File: src/rtl/exc_ctrl.sv
// Exception/interrupt sequencer for the MEM stage: resolves one winning
// event, issues CP0 strobes, holds flush and redirect for FLUSH_CYCLES.
//
// Ports:
//   clk, rst          clock, synchronous active-high reset
//   mem_*             MEM-stage instruction info and exception flags
//   status_i/cause_i/epc_i  current CP0 registers
//   timer_int         CP0 timer interrupt (ORed into IP7)
//   flush, busy       held for FLUSH_CYCLES cycles after an event
//   pc_load, new_pc   one-cycle PC redirect (new_pc held during flush)
//   epc_we/epc_wdata, cause_we/exccode/bd, exl_set/exl_clr  CP0 strobes
module exc_ctrl #(
  parameter int             DW           = 32,
  parameter logic [DW-1:0]  EXC_VECTOR   = 32'h00000020,
  parameter int             FLUSH_CYCLES = 2
) (
  input  logic          clk,
  input  logic          rst,
  input  logic          mem_valid,
  input  logic [DW-1:0] mem_pc,
  input  logic          mem_in_delayslot,
  input  logic [5:0]    mem_exc,
  input  logic          mem_is_store,
  input  logic          mem_eret,
  input  logic [DW-1:0] status_i,
  input  logic [DW-1:0] cause_i,
  input  logic [DW-1:0] epc_i,
  input  logic          timer_int,
  output logic          flush,
  output logic          pc_load,
  output logic [DW-1:0] new_pc,
  output logic          epc_we,
  output logic [DW-1:0] epc_wdata,
  output logic          cause_we,
  output logic [4:0]    exccode,
  output logic          bd,
  output logic          exl_set,
  output logic          exl_clr,
  output logic          busy
);

  localparam logic [0:0] S_IDLE  = 1'b0;
  localparam logic [0:0] S_FLUSH = 1'b1;
  localparam logic [3:0] CNT_INIT = 4'(FLUSH_CYCLES - 1);

  logic [0:0]    r_state;
  logic [3:0]    r_cnt;
  logic          r_flush;
  logic          r_pc_load;
  logic [DW-1:0] r_new_pc;
  logic          r_epc_we;
  logic [DW-1:0] r_epc_wdata;
  logic          r_cause_we;
  logic [4:0]    r_exccode;
  logic          r_bd;
  logic          r_exl_set;
  logic          r_exl_clr;

  logic [7:0]    w_ip;
  logic          w_int;
  logic          w_exc_any;
  logic [4:0]    w_code;
  logic          w_take_exc;
  logic          w_take_eret;
  logic [DW-1:0] w_epc;
  logic          w_unused;

  assign w_ip      = cause_i[15:8] | {timer_int, 7'b0};
  assign w_int     = status_i[0] & ~status_i[1]
                   & (|(status_i[15:8] & w_ip));
  assign w_exc_any = w_int | (|mem_exc);

  always_comb begin
    w_code = 5'h00;
    priority case (1'b1)
      w_int:      w_code = 5'h00;
      mem_exc[0]: w_code = 5'h04;
      mem_exc[1]: w_code = 5'h0A;
      mem_exc[2]: w_code = 5'h0C;
      mem_exc[3]: w_code = 5'h0D;
      mem_exc[4]: w_code = 5'h08;
      mem_exc[5]: w_code = mem_is_store ? 5'h05 : 5'h04;
      default:    w_code = 5'h00;
    endcase
  end

  // An exception always beats a simultaneous ERET.
  assign w_take_exc  = mem_valid & w_exc_any;
  assign w_take_eret = mem_valid & mem_eret & ~w_exc_any;

  // Delay-slot faults restart at the branch, one word back (mod 2^DW).
  assign w_epc = mem_in_delayslot ? (mem_pc - DW'(4)) : mem_pc;

  assign w_unused = ^{status_i[DW-1:16], status_i[7:2],
                      cause_i[DW-1:16], cause_i[7:0]};

  always_ff @(posedge clk) begin
    if (rst) begin
      r_state     <= S_IDLE;
      r_cnt       <= 4'd0;
      r_flush     <= 1'b0;
      r_pc_load   <= 1'b0;
      r_new_pc    <= '0;
      r_epc_we    <= 1'b0;
      r_epc_wdata <= '0;
      r_cause_we  <= 1'b0;
      r_exccode   <= 5'd0;
      r_bd        <= 1'b0;
      r_exl_set   <= 1'b0;
      r_exl_clr   <= 1'b0;
    end else begin
      r_pc_load  <= 1'b0;
      r_epc_we   <= 1'b0;
      r_cause_we <= 1'b0;
      r_exl_set  <= 1'b0;
      r_exl_clr  <= 1'b0;
      unique case (r_state)
        S_IDLE: begin
          if (w_take_exc) begin
            r_state     <= S_FLUSH;
            r_cnt       <= CNT_INIT;
            r_flush     <= 1'b1;
            r_pc_load   <= 1'b1;
            r_new_pc    <= EXC_VECTOR;
            r_epc_we    <= ~status_i[1];
            r_epc_wdata <= w_epc;
            r_cause_we  <= 1'b1;
            r_exccode   <= w_code;
            r_bd        <= mem_in_delayslot;
            r_exl_set   <= 1'b1;
          end else if (w_take_eret) begin
            r_state     <= S_FLUSH;
            r_cnt       <= CNT_INIT;
            r_flush     <= 1'b1;
            r_pc_load   <= 1'b1;
            r_new_pc    <= epc_i;
            r_epc_wdata <= '0;
            r_exccode   <= 5'd0;
            r_bd        <= 1'b0;
            r_exl_clr   <= 1'b1;
          end else begin
            r_flush     <= 1'b0;
            r_new_pc    <= '0;
            r_epc_wdata <= '0;
            r_exccode   <= 5'd0;
            r_bd        <= 1'b0;
          end
        end
        S_FLUSH: begin
          if (r_cnt == 4'd0) begin
            r_state     <= S_IDLE;
            r_flush     <= 1'b0;
            r_new_pc    <= '0;
            r_epc_wdata <= '0;
            r_exccode   <= 5'd0;
            r_bd        <= 1'b0;
          end else begin
            r_cnt <= r_cnt - 4'd1;
          end
        end
        default: r_state <= S_IDLE;
      endcase
    end
  end

  assign flush     = r_flush;
  assign busy      = (r_state == S_FLUSH);
  assign pc_load   = r_pc_load;
  assign new_pc    = r_new_pc;
  assign epc_we    = r_epc_we;
  assign epc_wdata = r_epc_wdata;
  assign cause_we  = r_cause_we;
  assign exccode   = r_exccode;
  assign bd        = r_bd;
  assign exl_set   = r_exl_set;
  assign exl_clr   = r_exl_clr;

endmodule
File: config.mk
export PLATFORM = sky130hd
export DESIGN_NAME = exc_ctrl
export DESIGN_NICKNAME = d
export VERILOG_FILES = /design/src/rtl/exc_ctrl.sv
export SDC_FILE = /design/constraint.sdc
export NUM_CORES = 1
export LEC_CHECK = 0
export CORE_AREA = 2 2 96 98
export CTS_CLUSTER_DIAMETER = 60
export DETAILED_ROUTE_END_ITERATION = 7
export DIE_AREA = 0 0 98 100
export PLACE_DENSITY = 0.84
export SLEW_MARGIN = 25
export SYNTH_ARGS = -nofsm -noshare
export SYNTH_HDL_FRONTEND = slang
export SYNTH_SLANG_ARGS = --single-unit
File: constraint.sdc
create_clock -name clk -period 4.6 [get_ports clk]
set_input_delay 0.92 -clock clk [delete_from_list [all_inputs] [get_ports clk]]
set_output_delay 0.92 -clock clk [all_outputs]
set_load 0.05 [all_outputs]
; ---- Word-level counts from Yosys, hierarchy flattened
; Cells that the tools add are included.
[op_classes]
mux = 31
magnitude_cmp = 0
n_shift = 0
bitwise = 12
n_eq_ne = 3
n_reduce_logical = 7
n_div = 0
multipliers = 0
add_sub_neg = 2
[op_table]
columns = operator, count
row1 = 32-bit 2-to-1 mux, 5
row2 = 32-bit case mux with 2 select lines, 2
row3 = 32-bit by 3-bit subtractor with 32-bit output (second input constant), 1
row4 = 5-bit 2-to-1 mux, 6
row5 = 4-bit 2-to-1 mux, 5
row6 = 5-bit case mux with 2 select lines, 1
row7 = 8-bit bitwise AND, 1
row8 = 8-bit OR, 1
row9 = 4-bit case mux with 2 select lines, 1
row10 = 8-bit OR reduction, 1
row11 = 1-bit 2-to-1 mux, 7
row12 = 1-bit case mux with 2 select lines, 3
row13 = 3-bit OR reduction, 2
row14 = 6-bit OR reduction, 1
row15 = 1-bit bitwise AND, 5
row16 = 4-bit zero test, 1
row17 = 1-bit NOT, 4
row18 = 4-bit by 1-bit subtractor with 4-bit output (second input constant), 1
row19 = 3-bit 2-to-1 mux, 1
row20 = 3-bit inequality test (second input constant), 1
row21 = 2-bit by 1-bit inequality test with 1-bit output (second input constant), 1
row22 = 2-bit inequality test (second input constant), 1
row23 = 2-bit AND reduction, 1
row24 = 2-bit OR reduction, 1
row25 = 1-bit OR, 1
[word_totals]
romBits = 0
register_bits = 80
output_inout_bits = 77
elab_cells = 66
in_bits = 141
latchBits = 0
memories = 0
ram_bits = 0

; ---- Longest topological paths before layout
; Gate-level depths: netlist (run 1).
[logic_depth]
ltp_word = 10
ltp_mapped = 8

; ---- Least setup slack after synthesis (run 1)
; OpenSTA, ideal clock, no wires.
[synth_path]
path_type = input port to flip-flop
startpoint = input mem_pc[10]
endpoint = register r_epc_wdata[29] (netlist: epc_wdata[29])
t_arrival_ps = 2231
slack_ps = 2252
required_time_ps = 4482
setup_ps = 118
n_path_buf = 1
stages = 6
cell_sequence = or4_4 -> nor3_4 -> buf_6 -> nand4_1 -> xor2_1 -> o21ai_2
[synth_via]
elab_chain_len = 4
[synth_rtl]
columns = item, line
row1 = start: declaration, 20  ; input logic [DW-1:0] mem_pc,
row2 = 32-bit by 3-bit subtractor with 32-bit output, 92  ; assign w_epc = mem_in_delayslot ? (mem_pc - DW'(4)) : mem_pc;
row3 = 32-bit 2-to-1 mux, 92
row4 = 32-bit 2-to-1 mux, 119  ; if (w_take_exc) begin
row5 = 32-bit case mux with 2 select lines, 117  ; unique case (r_state)
row6 = end signal: assignment, 126  ; r_epc_wdata <= w_epc;
row7 = end: declaration, 52  ; logic [DW-1:0] r_epc_wdata;
; No other way between the ends.
; A chain may end at the register's enable or synchronous reset.

; ---- Worst setup path after layout (run 1)
[layout_path]
startpoint = input mem_exc[3]
endpoint = register r_state (netlist: busy)
[layout_via]
elab_chain_len = 7
word_cells_on_any_way = 8
classes_between = mux: 3 / bitwise: 4 / reduce/logical: 1
[layout_rtl]
columns = item, line
row1 = start: declaration, 22  ; input logic [5:0] mem_exc,
row2 = 6-bit OR reduction *, 71  ; assign w_exc_any = w_int | (|mem_exc);
row3 = 1-bit OR *, 71
row4 = 1-bit NOT, 89  ; assign w_take_eret = mem_valid & mem_eret & ~w_exc_any;
row5 = 1-bit bitwise AND, 89
row6 = 1-bit 2-to-1 mux, 131  ; end else if (w_take_eret) begin
row7 = 1-bit 2-to-1 mux *, 119
row8 = 1-bit case mux with 2 select lines *, 117
row9 = end signal: assignment, 99  ; r_state <= S_IDLE;
row10 = end signal: assignment, 120  ; r_state <= S_FLUSH;
row11 = end signal: assignment, 132  ; r_state <= S_FLUSH;
row12 = end: declaration, 46  ; logic [0:0] r_state;
; Mark *: on every way between the ends. The rest lies on a longest branch, timed or not.

==> reports/qor.txt, run 1 <==
status - finished clean
first-pass GRT wire length - 15240 um
design area - 5264 um2
global placer's final weighted congestion - 0.8914
fill count - 771
register area share after synthesis - 0.4725
Distinct cells, synth - 56
Hold Fails Final Rpt - 0
placed inst area - 5085 um2
vias per inst - 5.121
YS warnings - 0
DR WL/cell - 15.38 um
ys flop type - dfxtp_1
Final Skew - 17.76 ps
reg2reg setup slack - 2460 ps
Hold Crit Class - flip-flop to flip-flop
sw frac - 0.3056
die height - 100 um
Syn Inst Count - 351
Worst R2R Start - r_cnt[1]
Sink Count - 79
reg2reg end - busy
ANT nets after route - 0
DR iter-0 viols - 80
Tot GR Track Use - 0.1904
IO Port Bufs - 170
endpoints failing setup - 0
Setup TNS Final - 0 ps
fin crit period - 2979 ps
Max Freq - 335.7 MHz
post-CTS setup buffer count - 0
Synth Cell Area - 3347 um2
EDFF count, synth - 0
CP startpoint - mem_exc[3]
PD cells - 289.0 nW/um2
drt total wl - 9677 um
clock share of power - 0.309
Worst-Skew Late Latency - 350 ps
nets@finish - 656
asr flop ratio synth - 0
core area - 8890 um2
Static Leak - 1.896 nW
CTS root buffer - clkbuf_8
Register-to-Register Path Depth - 7
Rows - 35
critical path endpoint - busy
CP required - 4830 ps
CTS H-tree lvls - 3
Slew @ Worst Pin - 613.0 ps
clock buffer depth - 2
net count after synthesis - 494
multi-input logic area - 1607 um2
vias - 3221
diode count - 0
Layout area overhead - 57.27%
Die X-Extent - 98 um
critical path endpoint category - flip-flop
fin crit share - 0.6476
RSZ-0062 raised after global routing - false
CP max FO - 32
Worst Path Arrival - 3210 ps
internal power - 1.056 mW
clock transition at the registers of the reported paths - 90 ps
pin count of the biggest net entering global routing - 33
Comb pwr share - 0.214
Crit Path Class - input port to flip-flop
cell total after placement - 613
Initial Util - 0.3765
Max-Cap Viols - 0
die area - 9800 um2
Switch Pwr - 464.9 uW
sequential share of power - 0.477
Yosys reg bits - 79
CTS tree - done
startpoint types - input port
Final Max Tran Viols - 0
vias in the first global route - 3236
post-cts gate resize count - 0
share of post-route cells with drive strength above 1 - 0.06950
Mean Syn Cell Area - 9.535 um2
Hold-fix buffers, CTS - 0
Reg area - 1582 um2
# DRC - 0
Top Ports - 218
Max rail drop VDD - 0.1265 mV
Hold Path Stages - 2
TritonCTS Buffers - 9
initial antenna violation count - 0
Non-Filler Instances - 629
Overflow after GRT - 0
DP HPWL - 7368 um
Slew headroom - 0.5914
DRT Pass-1 Iters - 4
[registers in the layout, indices dropped and copies added (netlist names)]
| signal | flops |
|---|---|
| bd | 1 |
| r_cnt | 4 |
| busy | 1 |
| new_pc | 32 |
| epc_we | 1 |
| flush | 1 |
| exl_clr | 1 |
| exccode | 4 |
| pc_load | 1 |
| exl_set | 1 |
| epc_wdata | 32 |
[cells in the mapped netlist (2+ instances only)]
cell type	number	share of area
nor2_1	17	0.019
a22o_1	38	0.099
nand3_1	4	0.0060
nand4b_1	3	0.0079
or4_1	3	0.0067
a31oi_1	4	0.0075
nor2b_1	2	0.0037
nor3_1	6	0.0090
buf_4	2	0.0045
o21ai_1	25	0.037
nor4_1	5	0.0093
nand2b_1	2	0.0037
o21ai_2	6	0.016
a21oi_1	4	0.0060
buf_2	8	0.012
xnor2_1	7	0.018
dfxtp_1	79	0.47
or3_1	2	0.0037
inv_1	7	0.0079
xor2_1	23	0.060
a22oi_1	3	0.0067
o21ai_0	4	0.0060
and3_1	4	0.0075
nand2_1	42	0.047
clkbuf_1	9	0.010
ha_1	2	0.0075
nand4_1	9	0.017
nand3b_1	2	0.0045
inv_2	2	0.0022
[area by class of cell]
cell class,instances,share of cell area
timing repair buffer,173,0.3275
multi-input combinational,241,0.3052
sequential,79,0.3005
tap,111,0.02638
clock buffer,9,0.02353
clock inverter,7,0.01046
inverter,9,0.006418
[cells by family (layout without fill, tap and decap cells)]
group           after synthesis  count (layout)  synth area share
simple gates                114             114            0.1850
compound gates               94              94            0.2056
flops                        79              79            0.4725
buf+inv                      31             198           0.04972
xor+xnor                     30              30           0.07850
fa+ha+maj                     2               2          0.007475
other cells                   1               1          0.001120
[power groups by stage]
stage / clock network [mW] / logic (mW) / registers [mW]
3_3_place_gp: 0 / 0.318 / 0.740
4_1_cts: 0.485 / 0.327 / 0.725
6_report: 0.471 / 0.326 / 0.725
5_1_grt: 0.521 / 0.345 / 0.729
2_1_floorplan: 0 / 0.0956 / 0.815
3_5_place_dp: 0 / 0.326 / 0.741
[layer usage]
metal  up-vias  global-route usage  wire length [um]
met4         0             0.06838               161
met1      1492              0.2181              4020
met5         -                   0                 0
li1       1591                   -                 -
met3        16             0.05571               721
met2       122              0.3383              4774
[worst min-delay path by stage]
stage,from,to,slack (ps)
after floorplan,r_cnt[1],r_cnt[1],540
after global placement,epc_wdata[26],epc_wdata[26],440
after detailed placement,epc_wdata[11],epc_wdata[11],440
after CTS,epc_wdata[11],epc_wdata[11],450
after global routing,epc_wdata[29],epc_wdata[29],470
final,epc_wdata[11],epc_wdata[11],450
[stage by stage]
stage	hold slack, ps	setup WS, ps	util	power [mW]
after floorplan	539.8	2252	-	0.9101
after global placement	435.3	1316	0.5720	1.058
after detailed placement	440.9	1243	0.5720	1.067
after CTS	454.0	1600	0.5921	1.538
after global routing	472.0	1486	0.5921	1.594
final	450.1	1621	0.5921	1.521
[critical path, stage by stage]
cell	delay, ps
clkdlybuf4s50_1	440
nor4_1	480
and3_1	230
a21oi_1	190
nand2_4	380
inv_2	160
or3_1	400
[cells in the final DEF (no fill, tap or decap), types with 2 or more instances in the layout]
| master | n |
|---|---|
| o21ai_1 | 25 |
| inv_6 | 2 |
| nor3_1 | 6 |
| or4_1 | 3 |
| clkdlybuf4s50_1 | 170 |
| nand2_1 | 42 |
| nand2b_1 | 2 |
| o21ai_2 | 6 |
| nor2_1 | 16 |
| and3_1 | 4 |
| xor2_1 | 23 |
| a31oi_1 | 4 |
| clkinv_4 | 2 |
| or3_1 | 2 |
| nor4_1 | 5 |
| a22oi_1 | 3 |
| dfxtp_1 | 79 |
| nand4b_1 | 3 |
| a22o_1 | 38 |
| clkinvlp_4 | 2 |
| ha_1 | 2 |
| xnor2_1 | 7 |
| inv_2 | 2 |
| buf_4 | 3 |
| nand3b_1 | 2 |
| inv_1 | 7 |
| a21oi_1 | 4 |
| nor2b_1 | 2 |
| nand4_1 | 9 |
| nand3_1 | 4 |
| o21ai_0 | 4 |
| clkbuf_8 | 9 |
No activity file was read; power rests on OpenSTA's default activity.
==> run 2, diff against run 1 <==
--- a/config.mk
+++ b/config.mk
@@ -5,11 +5,11 @@
 export SDC_FILE = /design/constraint.sdc
 export NUM_CORES = 1
 export LEC_CHECK = 0
-export CORE_AREA = 2 2 96 98
+export CORE_AREA = 2 2 100 102
 export CTS_CLUSTER_DIAMETER = 60
 export DETAILED_ROUTE_END_ITERATION = 7
-export DIE_AREA = 0 0 98 100
-export PLACE_DENSITY = 0.84
+export DIE_AREA = 0 0 102 104
+export PLACE_DENSITY = 0.79
 export SLEW_MARGIN = 25
 export SYNTH_ARGS = -nofsm -noshare
 export SYNTH_HDL_FRONTEND = slang
==> constraint.sdc (replaced) <==
create_clock -name clk -period 2.8 [get_ports clk]
set_input_delay 0.56 -clock clk [delete_from_list [all_inputs] [get_ports clk]]
set_output_delay 0.56 -clock clk [all_outputs]
set_load 0.05 [all_outputs]
==> reports/qor.txt, run 2 (same netlist as run 1, synthesis figures left out) <==
status - finished clean
Hold-fix buffers, CTS - 0 (unchanged)
Tot GR Track Use - 0.1755 (-0.01492)
Register-to-Register Path Depth - 7 (unchanged)
hold_sp - epc_wdata[30]
vias - 3242 (+0.65%)
fill count - 848 (+10%)
RSZ-0062 raised after global routing - false
initial antenna violation count - 0 (unchanged)
Slew headroom - 0.5724 (-0.01895)
CTS root buffer - clkbuf_8
critical path endpoint category - flip-flop
Overflow after GRT - 0 (unchanged)
CP startpoint - mem_exc[3]
TritonCTS Buffers - 9 (unchanged)
Comb pwr share - 0.207 (-0.007)
clock transition at the registers of the reported paths - 80 ps (about the same)
ANT nets after route - 0 (unchanged)
DR WL/cell - 14.61 um (-5.0%)
vias per inst - 4.942 (-3.5%)
Max rail drop VDD - 0.2319 mV (+83%)
die area - 10610 um2 (+8.2%)
vias in the first global route - 3165 (-2.2%)
Hold Fails Final Rpt - 0 (unchanged)
Critical Path Slowest Stage Cell - nor4_1
Worst-Skew Late Latency - 350 ps (about the same)
die height - 104 um (+4.0%)
CP required - 3040 ps (-1790 ps)
first-pass GRT wire length - 14810 um (-2.8%)
Crit Path Class - input port to flip-flop
Setup TNS Final - 0 ps (unchanged)
Hold Crit Class - flip-flop to flip-flop
PD cells - 482.5 nW/um2 (+67%)
fin crit share - 0.8220
Slew @ Worst Pin - 641.4 ps (+28.42 ps)
Final Max Tran Viols - 0 (unchanged)
clock buffer depth - 2 (unchanged)
Max-Cap Viols - 0 (unchanged)
pin count of the biggest net entering global routing - 39 (+18%)
Initial Util - 0.3505 (-0.02600)
DR iter-0 viols - 96 (+20%)
max layer used - met4
CTS H-tree lvls - 3 (unchanged)
Top Ports - 218 (unchanged)
global placer's final weighted congestion - 0.8124 (-8.9%)
met2 WL post-DR - 4747 um (-0.57%)
IO Port Bufs - 170 (unchanged)
DP HPWL - 7395 um (+0.37%)
Min Hold Slack - 445.8 ps (-4.305 ps)
Sink Count - 79 (unchanged)
post-cts gate resize count - 0 (unchanged)
critical-path cell list - clkdlybuf4s50_1 -> nor4_1 -> and3_1 -> a21oi_1 -> or2_1 -> o311a_1
Metal-1 WL - 3939 um (-2.0%)
delay-heaviest family, CP - simple AND/OR/NAND/NOR gates
Switch Pwr - 749.7 uW (+61%)
reg2reg setup slack - 840 ps (-1620 ps)
CTS tree - done
drt total wl - 9587 um (-0.93%)
Rows - 36 (+2.9%)
Hold Path Stages - 2 (unchanged)
DRT Pass-1 Iters - 4 (unchanged)
Worst R2R Start - r_cnt[1]
# DRC - 0 (unchanged)
diode count - 0 (unchanged)
fin crit period - 2302 ps
Final Skew - 6.656 ps (-11.10 ps)
hold-critical path endpoint - epc_wdata[30]
sw frac - 0.2881 (-0.01752)
Static Leak - 1.946 nW (+2.6%)
Setup WS post-layout - 498.3 ps (-1123 ps)
reg2reg end - new_pc[19]
internal power - 1.853 mW (+75%)
Worst Path Arrival - 2540 ps (-670 ps)
Die X-Extent - 102 um (+4.1%)
Layout area overhead - 61.16%
share of post-route cells with drive strength above 1 - 0.07839 (+0.008896)
CP max FO - 6 (-81%)
most frequent cells in the layout - clkdlybuf4s50_1 (170), dfxtp_1 (79), nand2_1 (42)
endpoints failing setup - 0 (unchanged)
startpoint types - input port
pre-CTS WS - 170.1 ps (-1073 ps)
most common cell after layout, fill and taps aside - clkdlybuf4s50_1
worst stage delay on the critical path - 470 ps (about the same)
nets@finish - 661 (+0.76%)
sequential share of power - 0.457 (-0.020)
clock share of power - 0.336 (+0.027)
core area - 9549 um2 (+7.4%)
Design Power - 2.602 mW (+71%)
CP Buf/Inv Count - 1 (-1)
post-CTS setup buffer count - 0 (unchanged)
Max Freq - 434.5 MHz
met3 wire length - 820 um (+14%)
==> run 2: cell types whose count changed in the layout (fill, tap and decap cells not counted), sizes merged <==
cell,change
clkbuf,+1
buf,+5
bufinv,+1
clkinvlp,-1
inv,-1
==> run 2: worst register-to-register path: cells and delay by family, from the launching register on <==
kind,cells,cell delay [ps]
simple gates,1,190
buf+inv,3,360
flops,1,340
compound gates,2,720
fa+ha+maj,1,240
==> run 2: through the flow <==
| stage | utilization | area (um2) | std cells |
|---|---|---|---|
| global route | 0.5649 | 5394 | 656 |
| finish | 0.5649 | 5394 | 656 |
| global placement | 0.5432 | 5187 | 640 |
| CTS | 0.5649 | 5394 | 656 |
| detailed placement | 0.5432 | 5187 | 640 |
| floorplan | - | 3347 | 351 |
==> run 2: routing by layer <==
| metal | global-route usage | vias up |
|---|---|---|
| met4 | 0.04667 | 0 |
| met5 | 0 | - |
| met3 | 0.07325 | 8 |
| li1 | - | 1601 |
| met1 | 0.1913 | 1508 |
| met2 | 0.3087 | 125 |
==> run 2: final cells by class <==
class / count / area [um2] / area share
Clock inverter: 6 / 68.82 / 0.01276
Multi-Input combinational cell: 241 / 1607 / 0.2978
Clock buffer: 10 / 137.6 / 0.02552
Timing Repair Buffer: 178 / 1799 / 0.3336
Tap cell: 133 / 166.4 / 0.03085
Inverter: 9 / 33.78 / 0.006263
Sequential cell: 79 / 1582 / 0.2932
==> run 2: power by group through the flow <==
stage	Clock, mW	Combinational (mW)	Sequential (mW)
2_1_floorplan	0	0.157	1.34
3_3_place_gp	0	0.530	1.22
3_5_place_dp	0	0.541	1.22
4_1_cts	0.906	0.542	1.19
5_1_grt	0.962	0.571	1.20
6_report	0.873	0.539	1.19
==> run 2: how the worst max path moves through the flow <==
stage / endpoint / slack, ps / depth (start not counted)
final: r_cnt[3] / 500 / 6
after CTS: r_cnt[3] / 540 / 6
after global routing: epc_wdata[18] / 360 / 7
after floorplan: epc_wdata[29] / 810 / 6
after global placement: r_cnt[3] / 190 / 6
after detailed placement: r_cnt[3] / 170 / 6
